### src/rtl/icache_refill_ctrl_pkg.sv
// rtl/icache_refill_ctrl_pkg.sv - shared constants and refill FSM state type for the cache miss handlers
package icache_refill_ctrl_pkg;

  localparam int pc_size              = 32;
  localparam int instr_size           = 32;
  localparam int icache_blocksize     = 128;
  localparam int icache_wordsperblock = icache_blocksize / instr_size;

  typedef enum logic [1:0] {
    IDLE,
    REQ,
    WAIT,
    WRITE
  } refill_state_e;

  function automatic int clog2_min1(input int value);
    return (value > 1) ? $clog2(value) : 1;
  endfunction

endpackage

### src/rtl/icache_refill_ctrl_if.sv
// rtl/icache_refill_ctrl_if.sv - IRAM read port and cache write port of the refill controller
interface icache_refill_ctrl_if #(
  parameter int PC_SIZE    = icache_refill_ctrl_pkg::pc_size,
  parameter int BLOCK_SIZE = icache_refill_ctrl_pkg::icache_blocksize,
  parameter int INSTR_SIZE = icache_refill_ctrl_pkg::instr_size
);

  logic                  mem_req;
  logic [PC_SIZE-1:0]    mem_addr;
  logic                  mem_gnt;
  logic                  mem_rvalid;
  logic [INSTR_SIZE-1:0] mem_rdata;
  logic                  cache_we;
  logic [0:BLOCK_SIZE-1] cache_block;

  modport master (
    output mem_req, mem_addr, cache_we, cache_block,
    input  mem_gnt, mem_rvalid, mem_rdata
  );

  modport slave (
    input  mem_req, mem_addr, cache_we, cache_block,
    output mem_gnt, mem_rvalid, mem_rdata
  );

endinterface

### src/rtl/icache_word_pack.sv
// rtl/icache_word_pack.sv - places one little-endian IRAM word into an ascending-numbered cache block
module icache_word_pack #(
  parameter int BLOCK_SIZE = 128,
  parameter int INSTR_SIZE = 32,
  parameter int IDX_W      = 2
) (
  input  logic [0:BLOCK_SIZE-1] block_in,
  input  logic [IDX_W-1:0]      idx,
  input  logic [INSTR_SIZE-1:0] word,
  output logic [0:BLOCK_SIZE-1] block_out
);

  // Byte k of the word lands at ascending offset 8k inside its word slot,
  // so the least significant byte sits at the lowest block index.
  always_comb begin
    block_out = block_in;
    for (int k = 0; k < INSTR_SIZE / 8; k++) begin
      block_out[int'(idx) * INSTR_SIZE + 8 * k +: 8] = word[8 * k +: 8];
    end
  end

endmodule

### src/rtl/icache_refill_ctrl.sv
// rtl/icache_refill_ctrl.sv - instruction cache miss handler: fetches one block from IRAM, writes it to the cache
// Optional ICACHE_CRITICAL_WORD_FIRST_EN starts the fill at the missed word and wraps.
module icache_refill_ctrl
  import icache_refill_ctrl_pkg::*;
#(
  parameter int PC_SIZE    = pc_size,
  parameter int BLOCK_SIZE = icache_blocksize,
  parameter int INSTR_SIZE = instr_size
) (
  input  logic                 clk,
  input  logic                 rst,
  input  logic                 fetch_valid,
  input  logic [PC_SIZE-1:0]   pc,
  input  logic                 hit,
  output logic                 stall,
  icache_refill_ctrl_if.master bus
);

  localparam int WORDS = BLOCK_SIZE / INSTR_SIZE;
  localparam int OFFS  = $clog2(BLOCK_SIZE / 8);
  localparam int CNT_W = clog2_min1(WORDS);

  refill_state_e         state;
  refill_state_e         state_next;
  logic [CNT_W-1:0]      cnt;
  logic [PC_SIZE-1:0]    base;
  logic [0:BLOCK_SIZE-1] block;
  logic [0:BLOCK_SIZE-1] block_packed;
  logic                  miss;
  logic                  take_word;
  logic                  last_word;
  logic                  unused_pc_bits;

  assign miss           = fetch_valid & ~hit;
  assign take_word      = (state == WAIT) & bus.mem_rvalid;
  assign unused_pc_bits = ^pc[OFFS-1:0];

`ifdef ICACHE_CRITICAL_WORD_FIRST_EN
  // cnt wraps from the missed word, so completion is tracked separately.
  logic [CNT_W-1:0] done_cnt;
  assign last_word = (done_cnt == CNT_W'(WORDS - 1));
`else
  assign last_word = (cnt == CNT_W'(WORDS - 1));
`endif

  icache_word_pack #(
    .BLOCK_SIZE (BLOCK_SIZE),
    .INSTR_SIZE (INSTR_SIZE),
    .IDX_W      (CNT_W)
  ) u_word_pack (
    .block_in  (block),
    .idx       (cnt),
    .word      (bus.mem_rdata),
    .block_out (block_packed)
  );

  always_ff @(posedge clk) begin
    if (rst) begin
      state <= IDLE;
      cnt   <= '0;
      base  <= '0;
      block <= '0;
`ifdef ICACHE_CRITICAL_WORD_FIRST_EN
      done_cnt <= '0;
`endif
    end else begin
      state <= state_next;
      if ((state == IDLE) && miss) begin
        base <= {pc[PC_SIZE-1:OFFS], {OFFS{1'b0}}};
`ifdef ICACHE_CRITICAL_WORD_FIRST_EN
        cnt      <= pc[OFFS-1 -: CNT_W];
        done_cnt <= '0;
`else
        cnt <= '0;
`endif
      end else if (take_word) begin
        block <= block_packed;
        cnt   <= cnt + CNT_W'(1);
`ifdef ICACHE_CRITICAL_WORD_FIRST_EN
        done_cnt <= done_cnt + CNT_W'(1);
`endif
      end
    end
  end

  always_comb begin
    state_next   = state;
    stall        = 1'b0;
    bus.mem_req  = 1'b0;
    bus.cache_we = 1'b0;
    case (state)
      IDLE: begin
        stall = miss;
        if (miss) state_next = REQ;
      end
      REQ: begin
        stall       = 1'b1;
        bus.mem_req = 1'b1;
        if (bus.mem_gnt) state_next = WAIT;
      end
      WAIT: begin
        stall = 1'b1;
        if (bus.mem_rvalid) state_next = last_word ? WRITE : REQ;
      end
      WRITE: begin
        stall        = 1'b1;
        bus.cache_we = 1'b1;
        state_next   = IDLE;
      end
      default: state_next = IDLE;
    endcase
  end

  assign bus.mem_addr    = base + (PC_SIZE'(cnt) << 2);
  assign bus.cache_block = block;

endmodule
### src/flat_wrapper.sv
// flat-port wrapper written by rule: the top's interface ports become plain ports
module icache_refill_ctrl_flat import icache_refill_ctrl_pkg::*;
#(
  parameter int PC_SIZE    = pc_size,
  parameter int BLOCK_SIZE = icache_blocksize,
  parameter int INSTR_SIZE = instr_size
)
  (clk, rst, fetch_valid, pc, hit, stall, bus_mem_req, bus_mem_addr, bus_cache_we, bus_cache_block, bus_mem_gnt, bus_mem_rvalid, bus_mem_rdata);
  icache_refill_ctrl_if #(.PC_SIZE(PC_SIZE), .BLOCK_SIZE(BLOCK_SIZE), .INSTR_SIZE(INSTR_SIZE)) bus_i ();
  input  logic clk;
  input  logic rst;
  input  logic fetch_valid;
  input  logic [PC_SIZE-1:0] pc;
  input  logic hit;
  output logic stall;
  output wire logic [$bits(bus_i.mem_req)-1:0] bus_mem_req;
  output wire logic [$bits(bus_i.mem_addr)-1:0] bus_mem_addr;
  output wire logic [$bits(bus_i.cache_we)-1:0] bus_cache_we;
  output wire logic [$bits(bus_i.cache_block)-1:0] bus_cache_block;
  input wire logic [$bits(bus_i.mem_gnt)-1:0] bus_mem_gnt;
  input wire logic [$bits(bus_i.mem_rvalid)-1:0] bus_mem_rvalid;
  input wire logic [$bits(bus_i.mem_rdata)-1:0] bus_mem_rdata;
  assign bus_mem_req = bus_i.mem_req;
  assign bus_mem_addr = bus_i.mem_addr;
  assign bus_cache_we = bus_i.cache_we;
  assign bus_cache_block = bus_i.cache_block;
  assign bus_i.mem_gnt = bus_mem_gnt;
  assign bus_i.mem_rvalid = bus_mem_rvalid;
  assign bus_i.mem_rdata = bus_mem_rdata;
  icache_refill_ctrl #(.PC_SIZE(PC_SIZE), .BLOCK_SIZE(BLOCK_SIZE), .INSTR_SIZE(INSTR_SIZE)) u_core (.clk(clk), .rst(rst), .fetch_valid(fetch_valid), .pc(pc), .hit(hit), .stall(stall), .bus(bus_i));
endmodule
### config.mk
export PLATFORM = sky130hd
export DESIGN_NAME = icache_refill_ctrl_flat
export DESIGN_NICKNAME = d
export VERILOG_FILES = /design/src/rtl/icache_refill_ctrl_pkg.sv /design/src/rtl/icache_refill_ctrl_if.sv /design/src/rtl/icache_word_pack.sv /design/src/rtl/icache_refill_ctrl.sv /design/src/flat_wrapper.sv
export SDC_FILE = /design/constraint.sdc
export NUM_CORES = 1
export LEC_CHECK = 0
export BUFFER_PORTS_ARGS = -buffer_cell sky130_fd_sc_hd__buf_2
export CELL_PAD_IN_SITES_DETAIL_PLACEMENT = 0
export CELL_PAD_IN_SITES_GLOBAL_PLACEMENT = 1
export CORE_MARGIN = 3
export CORE_UTILIZATION = 31
export DETAILED_ROUTE_END_ITERATION = 10
export PLACE_DENSITY = 0.73
export SYNTH_ARGS = -nofsm -noshare
export SYNTH_HDL_FRONTEND = slang
export SYNTH_SLANG_ARGS = --single-unit
### constraint.sdc
create_clock -name clk -period 1.44 [get_ports clk]
set_clock_uncertainty 0.15 [all_clocks]
set_input_delay 0.36 -clock clk [delete_from_list [all_inputs] [get_ports clk]]
set_output_delay 0.36 -clock clk [all_outputs]
set_load 0.05 [all_outputs]
==> metrics.yaml <==
status:
  status: "finished with violations"
  violations: "negative setup slack"
floorplanning:
  coreArea_mm2: 0.01883
  die_height_um: 144.7
  die-width_um: 144.7
  num_rows: 50
  ioPinCount: 233
  start_util_pct: 31.68
  dieArea_mm2: 0.02095
place:
  globalplace.congestion: 0.7536
  hpwl_um: 13560
  port_buffers: 226
synth:
  synth.area.top_cells: "dfxtp_1 54%, a21oi_1 13%, nand2_1 12%"
  syn_avg_cell_area_um2: 8.095
  yosysWarnings: 0
  yosysTopAreaCellShare_pct: 53.69
  ys_seq_area_share_pct: 53.69
  syn_area_mm2: 0.005966
  synth_area_leader_cell: "dfxtp_1"
  synthDistinctLibCells: 25
  synth-seq-cells: 160
  syn_inst: 737
timing:
  holdWs_ns: 0.01436
  layout_setup_ws_ns: -0.2672
  setup_violations: 170
  finalCritPeriodShare_pct: 118.6
  hold_viol_final: 0
  period_minus_slack_ns: 1.707
  rsz0062_at_grt: "yes"
  finalSetupTns_ns: -30.08
  max_freq_ghz: 0.5857
  finalMaxSlewViolations: 0
flow_run:
  drv_cap: 0
clocking:
  htreeDepth: 4
  clkSlewWorstSetupHoldPaths_ns: 0.07
  cts_buffers: 17
  clock_latency_ns: 0.42
  cts_tree: "built"
  cts_sinks: 160
  clk_path_buf_depth: 2
  cts-root-buf: "clkbuf_16"
worst_setup_path:
  crit_family: "flip-flops"
  cp.buffers_inverters: 2
  cp-start-kind: "flip-flop"
  crit_type: "reg2out"
  critPathSlowestCell: "dfxtp_4"
  cp_max_fo: 3
  critPathRequiredTime_ns: 0.93
  worst_setup_path_end_kind: "output port"
  arrival_ns: 1.20
  path_cells: "buf_6, and2_4, buf_8"
  critPathMaxStageDelay_ns: 0.35
min_path:
  hold_path.class: "in2reg"
power:
  peakVddDrop_v: 0.0008148
  power_mw: 10.54
  pwr-share-seq_pct: 42.9
  p_leak_nw: 4.520
  power.share.switching_pct: 25.46
  power.density_mw_per_mm2: 845.5
  comb_power_share_pct: 10.3
  internal_power_mw: 7.858
  clock_power_share_pct: 46.8
  p_sw_mw: 2.684
global_routing:
  grt_pass1_wl_um: 35270
  grt_max_degree: 35
  antenna_found_initial: 0
  grt_use_total_pct: 21.80
  grt_pass1_vias: 6238
  grt_overflow_total: 0
detailed_routing:
  avgRoutedWirePerCell_um: 18.82
  wl_um: 24810
  first_pass_iters: 4
  routed_via_density: 4.931
  drt_iter0_drc: 306
  drc: 0
  drtAntennaViolNets: 0
  dr_total_vias: 6499
finish:
  area_delta_synth_final_pct: 109.0
  drive_gt1_share_pct: 74.76
  n_antenna_cell: 0
  nets: 1119
[worst min-delay path, stage by stage]
cell     delay [ns]
buf_2          0.10
nand2_1        0.05
a21oi_1        0.05
[state kept, by name, summed over array words and instances (netlist names)]
register	flops
u_core.base	28
u_core.state	2
u_core.bus.cache_block	128
u_core.cnt	2
[cell usage after synthesis, drive strengths merged]
| library cell | count |
|---|---|
| a21oi | 157 |
| a31oi | 1 |
| and2 | 2 |
| and4b | 4 |
| buf | 44 |
| clkbuf | 28 |
| conb | 1 |
| dfxtp | 160 |
| ha | 4 |
| inv | 3 |
| mux2i | 1 |
| nand2 | 185 |
| nand2b | 2 |
| nand3 | 128 |
| nand3b | 2 |
| nand4b | 4 |
| nor2 | 2 |
| nor2b | 3 |
| nor3 | 2 |
| nor4b | 1 |
| o21ai | 1 |
| or4b | 1 |
| xnor2 | 1 |
[per-stage QoR]
stage | worst slack, ns | area, um2 | std cells | utilization (%)
floorplan | -0.1131 | 6444 | 738 | -
finish | -0.2672 | 12470 | 1318 | 66.21
detailed placement | -0.1878 | 8028 | 1195 | 42.63
CTS | -0.2815 | 11300 | 1278 | 59.99
global placement | -0.1724 | 8028 | 1195 | 42.63
global route | -0.3305 | 12470 | 1318 | 66.21
[layout by cell type, fill, tap and decap left out, types with 2 or more instances in the layout]
master | synthesis | final
nor2b_4 | 0 | 3
clkinv_4 | 0 | 2
bufinv_16 | 0 | 4
buf_12 | 0 | 28
nand2_1 | 185 | 172
nand2_4 | 0 | 9
dfxtp_2 | 0 | 157
nand4b_1 | 4 | 4
or4b_4 | 1 | 3
clkinvlp_4 | 0 | 2
a21oi_1 | 157 | 48
nor2_4 | 0 | 2
a21oi_2 | 0 | 109
nand3_4 | 0 | 8
inv_6 | 0 | 4
buf_16 | 0 | 9
nand2b_1 | 2 | 2
nand3_1 | 128 | 19
clkbuf_16 | 0 | 23
nand3b_1 | 2 | 2
ha_2 | 0 | 2
buf_4 | 8 | 61
nand2_2 | 0 | 4
inv_4 | 0 | 2
buf_6 | 2 | 19
dfxtp_4 | 0 | 3
buf_8 | 0 | 158
ha_4 | 0 | 2
and4b_4 | 0 | 4
conb_1 | 1 | 2
buf_2 | 34 | 64
nor3_4 | 0 | 2
dlygate4sd3_1 | 0 | 13
nand3_2 | 0 | 101
[final timing paths]
| check | from | to | slack (ns) | depth (start not counted) |
|---|---|---|---|---|
| max | u_core.state[1] | bus_cache_we | -0.27 | 3 |
| min | pc[30] | u_core.base[30] | 0.01 | 3 |
| max reg2reg | u_core.state[0] | u_core.bus.cache_block[44] | -0.26 | 6 |
| min reg2reg | u_core.bus.cache_block[76] | u_core.bus.cache_block[76] | 0.31 | 2 |
[power groups by stage]
stage / combinational (mW) / sequential, mW / clock [mW]
finish: 1.08 / 4.53 / 4.93
CTS: 0.961 / 4.52 / 5.03
floorplan: 0.245 / 4.77 / 0
detailed placement: 0.736 / 4.60 / 0
global placement: 0.733 / 4.60 / 0
global route: 1.14 / 4.53 / 5.22
[layer usage]
layer,track usage [%],up-vias,part of all wire [%]
li1,-,3118,-
met1,28.25,3187,43
met2,36.45,175,51
met3,5.652,19,5.0
met4,5.400,0,1.2
met5,0,-,0
[kinds of logic (layout without fill, tap and decap cells)]
| group | Yosys count | in the layout | share of synthesized area, % |
|---|---|---|---|
| mux | 1 | 1 | 0.1678 |
| buf+inv | 75 | 393 | 6.187 |
| fa+ha+maj | 4 | 4 | 0.8390 |
| xor+xnor | 1 | 1 | 0.1468 |
| flops | 160 | 160 | 53.69 |
| simple gates | 336 | 338 | 25.55 |
| compound gates | 159 | 159 | 13.36 |
| other cells | 1 | 2 | 0.06286 |
[repair_timing]
| action | CTS | global route |
|---|---|---|
| resized for setup | 690 | 194 |
| setup endpoints to repair | 297 | 320 |
| buffers inserted | 26 | 35 |
| pin swaps | 75 | 50 |
| cloned | 12 | 8 |
| hold buffers | 13 | 0 |
| hold endpoints to repair | 13 | 0 |
[final cells by class]
class                           instances  area (um2)
Multi-Input combinational cell        505        3630
Clock inverter                         14       203.9
Clock buffer                           18       429.2
Timing Repair Buffer                  358        4453
Tap cell                              260       325.3
Fill cell                            1457        6362
Inverter                                3       16.27
Sequential cell                       160        3411
(Power assumes the default switching activity.)
